--- src/rtl/dda_ctrl_pkg.sv ---
// Shared opcodes, FSM encoding and reset parameter image for the DDA control front-end.
package dda_ctrl_pkg;

  localparam logic [7:0] OP_LOAD = 8'h01;
  localparam logic [7:0] OP_RUN  = 8'h02;
  localparam logic [7:0] OP_HALT = 8'h03;
  localparam logic [7:0] OP_SNAP = 8'h04;

  typedef enum logic [1:0] {
    ST_IDLE   = 2'd0,
    ST_LOAD   = 2'd1,
    ST_STREAM = 2'd2
  } ctrl_state_e;

  // Lorenz defaults: word0 icx .. word6 dt (16-bit posits)
  localparam logic [111:0] DEFAULT_LORENZ_16 = 112'h0400_7300_5555_6A00_7240_14CD_C000;

  // Bit position of load byte k: words in ascending order, each word MSB byte first.
  function automatic int unsigned load_byte_lsb(input int unsigned k, input int unsigned bpw);
    int unsigned j;
    j = k % bpw;
    return (k + bpw - 1 - 2 * j) * 8;
  endfunction

endpackage

--- src/rtl/dda_byte_ser.sv ---
// Parallel-load byte serializer: word 0 first, MSB byte first, valid/ready output.
module dda_byte_ser
  import dda_ctrl_pkg::*;
#(
  parameter int unsigned W  = 16,
  parameter int unsigned NW = 3
) (
  input  logic           clk,
  input  logic           rst_n,
  input  logic           load,
  input  logic [NW*W-1:0] din,
  output logic [7:0]     out_data,
  output logic           out_valid,
  input  logic           out_ready,
  output logic           done_c
);

  localparam int unsigned TW = NW * W;
  localparam int unsigned NB = TW / 8;
  localparam int unsigned CW = (NB > 1) ? $clog2(NB) : 1;

  logic [TW-1:0] sr;
  logic [TW-1:0] ord_c;
  logic [CW-1:0] cnt;
  logic          last_c;

  // Reverse word order so a plain MSB-first shift emits word 0 first.
  for (genvar k = 0; k < NW; k++) begin : g_ord
    assign ord_c[(NW-1-k)*W +: W] = din[k*W +: W];
  end

  assign out_data = sr[TW-1 -: 8];
  assign last_c   = (cnt == CW'(NB - 1));
  assign done_c   = out_valid && out_ready && last_c;

  always_ff @(posedge clk) begin
    if (!rst_n) begin
      sr        <= '0;
      out_valid <= 1'b0;
      cnt       <= '0;
    end else if (load) begin
      sr        <= ord_c;
      out_valid <= 1'b1;
      cnt       <= '0;
    end else if (out_valid && out_ready) begin
      sr  <= sr << 8;
      cnt <= cnt + CW'(1);
      if (last_c) out_valid <= 1'b0;
    end
  end

endmodule

--- src/rtl/dda_ctrl.sv ---
// Byte-serial control front-end for the posit Lorenz DDA: parameter load, run/halt, state snapshots.
// Optional build macro DDA_CTRL_AUTOSTREAM_EN: stream a snapshot on every DDA step while idle.
module dda_ctrl
  import dda_ctrl_pkg::*;
#(
  parameter int unsigned N      = 16,
  parameter int unsigned NPARAM = 7,
  parameter int unsigned NSTATE = 3,
  parameter logic [NPARAM*N-1:0] DEFAULTS = (NPARAM*N)'(DEFAULT_LORENZ_16)
) (
  input  logic                  clk,
  input  logic                  rst_n,
  input  logic [7:0]            cmd_data,
  input  logic                  cmd_valid,
  output logic                  cmd_ready,
  output logic [NPARAM*N-1:0]   params,
  output logic                  dda_en,
  output logic                  dda_load,
  input  logic [NSTATE*N-1:0]   state_in,
`ifdef DDA_CTRL_AUTOSTREAM_EN
  input  logic                  state_step,
  output logic [7:0]            ovf_cnt,
`endif
  output logic [7:0]            out_data,
  output logic                  out_valid,
  input  logic                  out_ready,
  output logic                  err
);

  localparam int unsigned PW  = NPARAM * N;
  localparam int unsigned BPW = N / 8;
  localparam int unsigned NPB = PW / 8;
  localparam int unsigned CW  = (NPB > 1) ? $clog2(NPB) : 1;
  localparam int unsigned SW  = (PW > 1) ? $clog2(PW) : 1;

  ctrl_state_e   state, state_n;
  logic [PW-1:0] shadow, shadow_n, params_n;
  logic [CW-1:0] cnt, cnt_n;
  logic [SW-1:0] lsb_c;
  logic          run_flag, run_n;
  logic          en_n, load_n, err_n;
  logic          snap_c, ser_done_c;
`ifdef DDA_CTRL_AUTOSTREAM_EN
  logic [7:0]    ovf_n;
`endif

  assign cmd_ready = (state != ST_STREAM);
  assign lsb_c     = SW'(load_byte_lsb(32'(cnt), BPW));

  always_comb begin
    state_n  = state;
    shadow_n = shadow;
    params_n = params;
    cnt_n    = cnt;
    run_n    = run_flag;
    en_n     = dda_en;
    load_n   = 1'b0;
    err_n    = err;
    snap_c   = 1'b0;
`ifdef DDA_CTRL_AUTOSTREAM_EN
    ovf_n    = ovf_cnt;
    if (state_step && state != ST_IDLE && ovf_cnt != 8'hFF) ovf_n = ovf_cnt + 8'd1;
`endif
    case (state)
      ST_IDLE: begin
        if (cmd_valid) begin
          case (cmd_data)
            OP_RUN:  en_n = 1'b1;
            OP_HALT: en_n = 1'b0;
            OP_LOAD: begin
              run_n   = dda_en;
              en_n    = 1'b0;
              cnt_n   = '0;
              state_n = ST_LOAD;
            end
            OP_SNAP: begin
              snap_c  = 1'b1;
              state_n = ST_STREAM;
            end
            default: err_n = 1'b1;
          endcase
        end
`ifdef DDA_CTRL_AUTOSTREAM_EN
        else if (state_step && dda_en) begin
          snap_c  = 1'b1;
          state_n = ST_STREAM;
        end
`endif
      end
      ST_LOAD: begin
        if (cmd_valid) begin
          shadow_n[lsb_c +: 8] = cmd_data;
          // Final byte: publish the merged image in one step.
          if (cnt == CW'(NPB - 1)) begin
            params_n = shadow_n;
            load_n   = 1'b1;
            en_n     = run_flag;
            state_n  = ST_IDLE;
          end else begin
            cnt_n = cnt + CW'(1);
          end
        end
      end
      ST_STREAM: begin
        if (ser_done_c) state_n = ST_IDLE;
      end
      default: state_n = ST_IDLE;
    endcase
  end

  always_ff @(posedge clk) begin
    if (!rst_n) begin
      state    <= ST_IDLE;
      shadow   <= DEFAULTS;
      params   <= DEFAULTS;
      cnt      <= '0;
      run_flag <= 1'b1;
      dda_en   <= 1'b1;
      dda_load <= 1'b0;
      err      <= 1'b0;
`ifdef DDA_CTRL_AUTOSTREAM_EN
      ovf_cnt  <= 8'd0;
`endif
    end else begin
      state    <= state_n;
      shadow   <= shadow_n;
      params   <= params_n;
      cnt      <= cnt_n;
      run_flag <= run_n;
      dda_en   <= en_n;
      dda_load <= load_n;
      err      <= err_n;
`ifdef DDA_CTRL_AUTOSTREAM_EN
      ovf_cnt  <= ovf_n;
`endif
    end
  end

  dda_byte_ser #(.W(N), .NW(NSTATE)) u_ser (
    .clk       (clk),
    .rst_n     (rst_n),
    .load      (snap_c),
    .din       (state_in),
    .out_data  (out_data),
    .out_valid (out_valid),
    .out_ready (out_ready),
    .done_c    (ser_done_c)
  );

endmodule

--- config.mk ---
export PLATFORM = sky130hd
export DESIGN_NAME = dda_ctrl
export DESIGN_NICKNAME = d
export VERILOG_FILES = /design/src/rtl/dda_ctrl_pkg.sv /design/src/rtl/dda_byte_ser.sv /design/src/rtl/dda_ctrl.sv
export SDC_FILE = /design/constraint.sdc
export NUM_CORES = 1
export LEC_CHECK = 0
export ABC_AREA = 1
export CAP_MARGIN = 10
export CORE_UTILIZATION = 55
export DETAILED_ROUTE_END_ITERATION = 8
export PLACE_DENSITY = 0.89
export RECOVER_POWER = 50
export SKIP_CTS_REPAIR_TIMING = 1
export SYNTH_ARGS = -nofsm -noshare
export SYNTH_HDL_FRONTEND = slang
export SYNTH_SLANG_ARGS = --single-unit
export TNS_END_PERCENT = 1
--- constraint.sdc ---
create_clock -name clk -period 3.4 [get_ports clk]
set_clock_uncertainty 0.1 [all_clocks]
set_input_delay 0.68 -clock clk [delete_from_list [all_inputs] [get_ports clk]]
set_output_delay 0.68 -clock clk [all_outputs]
set_load 0.005 [all_outputs]
==> impl_metrics.tcl <==
set metrics [dict create \
    outcome "finished, final reports clean" \
    setup_tns_ns 0 \
    irDropWorstVdd_mv 0.297 \
    wl_met1_um 15800 \
    grtUsageTotal_pct 29.2 \
    crit_required_ns 3.76 \
    clock-root-buffer "clkbuf_16" \
    wirelength_um 38100 \
    slew_violations 0 \
    syn_inst 1996 \
    top_layer "met4" \
    ios 185 \
    firstDrtPassIters 7 \
    avgSynthCellArea_um2 6.78 \
    criticalPathCategory "reg -> reg" \
    grt.overflow.total 0 \
    fp.coreArea_um2 24200 \
    max_freq_ghz 0.315 \
    syn_area_um2 13500 \
    cts_buffers 29 \
    dieWidth_um 159 \
    routedWlPerCell_um 15.5 \
    start_kind "flip-flop" \
    hold_class "reg -> reg" \
    synth_warnings 0 \
    max_stage_delay_ns 0.60 \
    antenna_left 0 \
    drt-initial-drc-count 1358 \
    gp_routability_congestion 0.928 \
    layoutNonFillerInstCount 2455 \
    power.density_nw_per_um2 397 \
    ys_top_cells_by_area "dfxtp_1 42%, nand2_1 14%, nor2_1 7.5%" \
    synth_cell_types 40 \
    clockBufferDepth 3 \
    path_max_fanout 9 \
    die-area_um2 25200 \
    ys_seq_area_share_pct 42.3 \
    power.total_mw 6.50 \
    p_leak_nw 7.19 \
    cp_num_buf_inv 4 \
    max_cap_viol_count 0 \
    path_clk_slew_ns 0.06 \
    start_util_pct 55.8 \
    row_count 57 \
    cp.depth 13 \
    cts_tree "done" \
    path_cells "inv_1, ha_1, inv_1, ha_1, ha_1, inv_1, nand2_1, a21oi_1, nand2_1, nand2_1, nand3_1, nand2_1, inv_1" \
    finalCriticalPeriod_ns 3.18 \
    crit_path_end_kind "flip-flop" \
    crit_arrival_ns 3.53 \
    tightestPinTransition_ns 1.46 \
    post-route-period-util_pct 93.4 \
    rsz0062_at_grt "no" \
    rr_worst_depth 13 \
    synth_nets 2066 \
    hold_viol 0 \
    cts_sinks 286 \
    routed-wl-met2_um 17600 \
    dp_hpwl_um 25700 \
    viasPerCell 5.48 \
    maxSlewHeadroom_pct 2.61 \
    synth_seq_cells 286 \
    placedCellCount 2404 \
    wl_met3_um 2960 \
    layout-drive-gt1-share_pct 4.51 \
    route.detailed.drc 0 \
    grt_first_pass_wirelength_um 61200 \
    synth_top_cell_area_share_pct 42.3 \
    route.vias.total 13500 \
    report.final.setup_viol 0 \
    antenna_found_initial 1 \
    port_buffers 184 \
    grt_pass1_vias 12400 \
    grt_max_degree 76 \
    syn_to_final_growth_pct 20.8 \
    yosysTopAreaCell "dfxtp_1" \
    nets 2181 \
    cts_max_level 1 \
    fillers 2022 \
    die_h_um 159 \
    path_delay_family "simple AND/OR/NAND/NOR gates" \
    whs_path_depth 2 \
    slowest_stage "a21oi_1" \
    clk_latency_ns 0.56 \
]
==> metal layers <==
| metal | up-vias | track usage, % |
|---|---|---|
| met2 | 605 | 48.0 |
| met3 | 137 | 4.62 |
| li1 | 6538 | - |
| met4 | 0 | 14.0 |
| met5 | - | 0 |
| met1 | 6170 | 37.3 |
==> flip-flops by register name, summed over array words and instances (netlist names) <==
| register | flops |
|---|---|
| u_ser.out_valid | 1 |
| u_ser.cnt | 3 |
| err | 1 |
| params | 112 |
| state | 2 |
| u_ser.sr | 48 |
| dda_load | 1 |
| dda_en | 1 |
| shadow | 112 |
| cnt | 4 |
| run_flag | 1 |
==> stage by stage <==
stage | util [%] | setup WS (ns) | hold WS [ns] | instance area [um^2]
final | 67.4 | 0.224 | 0.358 | 16300
after global routing | 67.4 | 0.0373 | 0.376 | 16300
after CTS | 67.4 | 0.0483 | 0.364 | 16300
after detailed placement | 63.9 | 0.0683 | 0.351 | 15500
after global placement | 63.9 | 0.216 | 0.344 | 15500
after floorplan | - | 0.694 | 0.329 | 13500
==> cell type report <==
cell class | instances | area (um^2) | area share (%)
clock buffer | 43 | 808 | 4.94
inverter | 263 | 1010 | 6.15
clock inverter | 7 | 42.5 | 0.260
sequential | 286 | 5730 | 35.0
timing repair buffer | 207 | 2090 | 12.8
tap | 324 | 405 | 2.48
antenna | 1 | 2.50 | 0.0153
multi-input combinational | 1324 | 6270 | 38.3
==> worst paths after layout <==
path	to	startpoint	slack [ns]
max	params[6]$_SDFFE_PN0P_	cnt[1]$_SDFFE_PN0P_	0.22
min	params[88]$_SDFFE_PN1P_	params[88]$_SDFFE_PN1P_	0.36
max reg2reg	params[6]$_SDFFE_PN0P_	cnt[1]$_SDFFE_PN0P_	0.22
min reg2reg	params[88]$_SDFFE_PN1P_	params[88]$_SDFFE_PN1P_	0.36
==> placed cells by master (no fill, tap or decap), types with 8 or more instances in the layout <==
| cell type | netlist | final |
|---|---|---|
| nand2_1 | 503 | 502 |
| dfxtp_1 | 286 | 286 |
| nor2_1 | 270 | 270 |
| inv_1 | 250 | 250 |
| nand3_1 | 190 | 188 |
| dlygate4sd3_1 | 0 | 126 |
| a21oi_1 | 100 | 101 |
| o21ai_0 | 68 | 68 |
| o21bai_1 | 59 | 59 |
| clkdlybuf4s50_1 | 0 | 57 |
| a311oi_1 | 39 | 39 |
| o21a_1 | 37 | 37 |
| clkbuf_16 | 0 | 29 |
| buf_4 | 11 | 13 |
| clkbuf_1 | 70 | 12 |
| ha_1 | 10 | 10 |
| nand3_2 | 6 | 9 |
| o21ai_1 | 8 | 8 |
| clkinv_2 | 3 | 8 |
==> cells in the mapped netlist (all sizes together) <==
library cell / n
ha: 10
nor4: 1
dfxtp: 286
o2111ai: 1
o211ai: 1
xor2: 3
clkbuf: 70
inv: 255
nand4: 5
nand2: 508
o21a: 37
nor3: 4
a31oi: 2
o21bai: 60
clkinv: 8
a21oi: 101
or2: 2
nand3b: 1
nor2: 275
o21ai: 76
buf: 53
a311oi: 39
nand3: 198
==> worst min-delay path, delay by kind of cell, from the launching register on <==
family           cells  cell delay, ns
flip-flops           1            0.32
AND/OR/NAND/NOR      1            0.05
AO/OA/AOI/OAI        1            0.06
==> where the power goes <==
part / switching [mW] / internal [mW] / total, mW
clock network: 1.31 / 1.63 / 2.95
logic: 0.111 / 0.0795 / 0.191
registers: 0.00214 / 3.35 / 3.36
==> logic make-up after synthesis <==
| kind of cell | after synthesis | synth area share [%] |
|---|---|---|
| buffers and inverters | 386 | 11.5 |
| flip-flops | 286 | 42.3 |
| AO/OA/AOI/OAI | 317 | 14.7 |
| XOR/XNOR | 3 | 0.194 |
| adder cells (fa/ha/maj) | 10 | 0.925 |
| AND/OR/NAND/NOR | 994 | 30.4 |
(Power assumes the default switching activity.)
==> RTL change (config.mk and constraints unchanged) <==
The 3 states of `ctrl_state_e` get a one-hot encoding in 3 bits.
--- a/src/rtl/dda_ctrl_pkg.sv
+++ b/src/rtl/dda_ctrl_pkg.sv
@@ -6,10 +6,10 @@
   localparam logic [7:0] OP_HALT = 8'h03;
   localparam logic [7:0] OP_SNAP = 8'h04;
 
-  typedef enum logic [1:0] {
-    ST_IDLE   = 2'd0,
-    ST_LOAD   = 2'd1,
-    ST_STREAM = 2'd2
+  typedef enum logic [2:0] {
+    ST_IDLE   = 3'b001,
+    ST_LOAD   = 3'b010,
+    ST_STREAM = 3'b100
   } ctrl_state_e;
 
   // Lorenz defaults: word0 icx .. word6 dt (16-bit posits)
Check against the original RTL: no difference found for any inputs over 4 cycles, from zero or initial values and one cycle with rst_n low; so few cycles prove little.
==> RTL change against the unedited design <==
Worst hold slack better by 0.0070 ns; routed wire length about the same; design area down 0.41%; maximum frequency down 0.91%; critical path type unchanged; sequential cell count up 1; utilization up 1.5 points; highest routed layer unchanged; non-clock buffer count up 8; setup slack worse by 0.029 ns; area after synthesis down 1.7%; synthesized cell count down 4.2%; total power up 4.5%.
==> RTL change: results (changes against the unedited design) <==
setup_path:
  crit_path_top_delay_cell: "sky130_fd_sc_hd__dfxtp_1"  # was sky130_fd_sc_hd__a21oi_1
  worst_path_largest_cell_delay_ns: 0.44  # was 0.60 ns
  r2r_cells: 16  # was 13
  crit_path_end: "shadow[32]"  # was params[6]
  path_max_fanout: 25  # was 9
  worst-endpoint-arrival_ns: 3.55  # was 3.53 ns
synthesis:
  synth_adder_area_share: 0.00940  # was 0.00925
  syn-num-nets: 1982  # was 2066
  yosys.area_share.xor_xnor: 0.00197  # was 0.00194
  seq_area_frac_synth: 0.432  # was 0.423
  synth_cell_type_count: 36  # was 40
  synth_top_cells_by_area: "sky130_fd_sc_hd__dfxtp_1 43%, sky130_fd_sc_hd__nand2_1 14%, sky130_fd_sc_hd__nand3_1 8.5%"  # was sky130_fd_sc_hd__dfxtp_1 42%, sky130_fd_sc_hd__nand2_1 14%, sky130_fd_sc_hd__nor2_1 7.5%
  synth.top_cells.by_count: "494 x sky130_fd_sc_hd__nand2_1, 287 x sky130_fd_sc_hd__dfxtp_1, 227 x sky130_fd_sc_hd__nand3_1, 221 x sky130_fd_sc_hd__nor2_1, 210 x sky130_fd_sc_hd__inv_1"  # was 503 x sky130_fd_sc_hd__nand2_1, 286 x sky130_fd_sc_hd__dfxtp_1, 270 x sky130_fd_sc_hd__nor2_1, 250 x sky130_fd_sc_hd__inv_1, 190 x sky130_fd_sc_hd__nand3_1
  synth_compound_area_frac: 0.126  # was 0.147
  synth_top_family_by_area: "simple AND/OR/NAND/NOR gates"  # unchanged
power_and_ir_drop:
  p_sw_frac: 0.217  # was 0.220
  ir_drop_uv: 306  # was 297 uV
  power.combinational.total_uw: 238  # was 191 uW
  seqPwrFrac: 0.496  # was 0.517
  powerDensity_nw_per_um2: 417  # was 397 nW/um2
  switching_power_mw: 1.47  # was 1.43 mW
  leakage_nw: 7.23  # was 7.19 nW
final_layout:
  final_layout_size_suffix_gt1_frac: 0.0582  # was 0.0451
  final_nets: 2109  # was 2181
  nFillCells: 1888  # was 2022
grt:
  groute.usage.overall: 0.300  # was 0.292
  grt_first_pass_wirelength_um: 59600  # was 61200 um
  grt_max_degree: 96  # was 76
route:
  num_vias: 13377  # was 13450
  routed_wire_length_per_instance_um: 16.0  # was 15.5 um
  detail_route.iter0.violations: 1717  # was 1358
  dr.pass1.iters: 6  # was 7
clock_tree:
  cts_buffer_depth: 3  # unchanged
place:
  dp_slack_ns: 0.194  # was 0.0683 ns
  detailed_place.area_um2: 15300  # was 15500 um2
  place_hpwl_um: 25800  # was 25700 um
  globalplace.congestion: 0.970  # was 0.928
sta:
  fmax_mhz: 312  # was 315 MHz
min_path:
  worst_hold_path.num_cells: 2  # unchanged
  min_to: "params[18]"  # was params[88]
run_status:
  run_status: "finished clean"  # unchanged
-- RTL change: cell count changes after synthesis, moves of 9 or more --
cell | unedited run | this run
sky130_fd_sc_hd__nand4_1 | 4 | 30
sky130_fd_sc_hd__o21ai_0 | 68 | 25
sky130_fd_sc_hd__buf_2 | 28 | 37
sky130_fd_sc_hd__nand3_1 | 190 | 227
sky130_fd_sc_hd__o21ai_1 | 8 | 17
sky130_fd_sc_hd__a21oi_1 | 100 | 83
sky130_fd_sc_hd__nand2_1 | 503 | 494
sky130_fd_sc_hd__o211ai_1 | 1 | 35
sky130_fd_sc_hd__o21bai_1 | 59 | 1
sky130_fd_sc_hd__inv_1 | 250 | 210
sky130_fd_sc_hd__nor2_1 | 270 | 221
sky130_fd_sc_hd__o21a_1 | 37 | 54
-- RTL change: cell type report --
cell class,instances,area share
diodes,1,0.000154
inverters,221,0.0514
clock buffers,45,0.0544
flip-flops and latches,287,0.353
clock inverters,9,0.00453
well taps,319,0.0245
repair buffers,215,0.130
multi-input cells,1285,0.382
-- RTL change: routing by layer --
layer / global-route usage / share of wire / vias to the layer above
met5: 0 / 0 / -
met4: 0.104 / 0.032 / 0
met3: 0.0432 / 0.085 / 113
met2: 0.493 / 0.46 / 666
met1: 0.400 / 0.42 / 6174
li1: - / - / 6424
-- RTL change: per-stage QoR --
| stage | hold slack [ns] | std cells | setup TNS, ns |
|---|---|---|---|
| floorplan | 0.340 | 1912 | 0 |
| global placement | 0.348 | 2327 | 0 |
| detailed placement | 0.353 | 2327 | 0 |
| CTS | 0.365 | 2381 | 0 |
| global route | 0.376 | 2381 | -0.00411 |
| finish | 0.365 | 2382 | 0 |
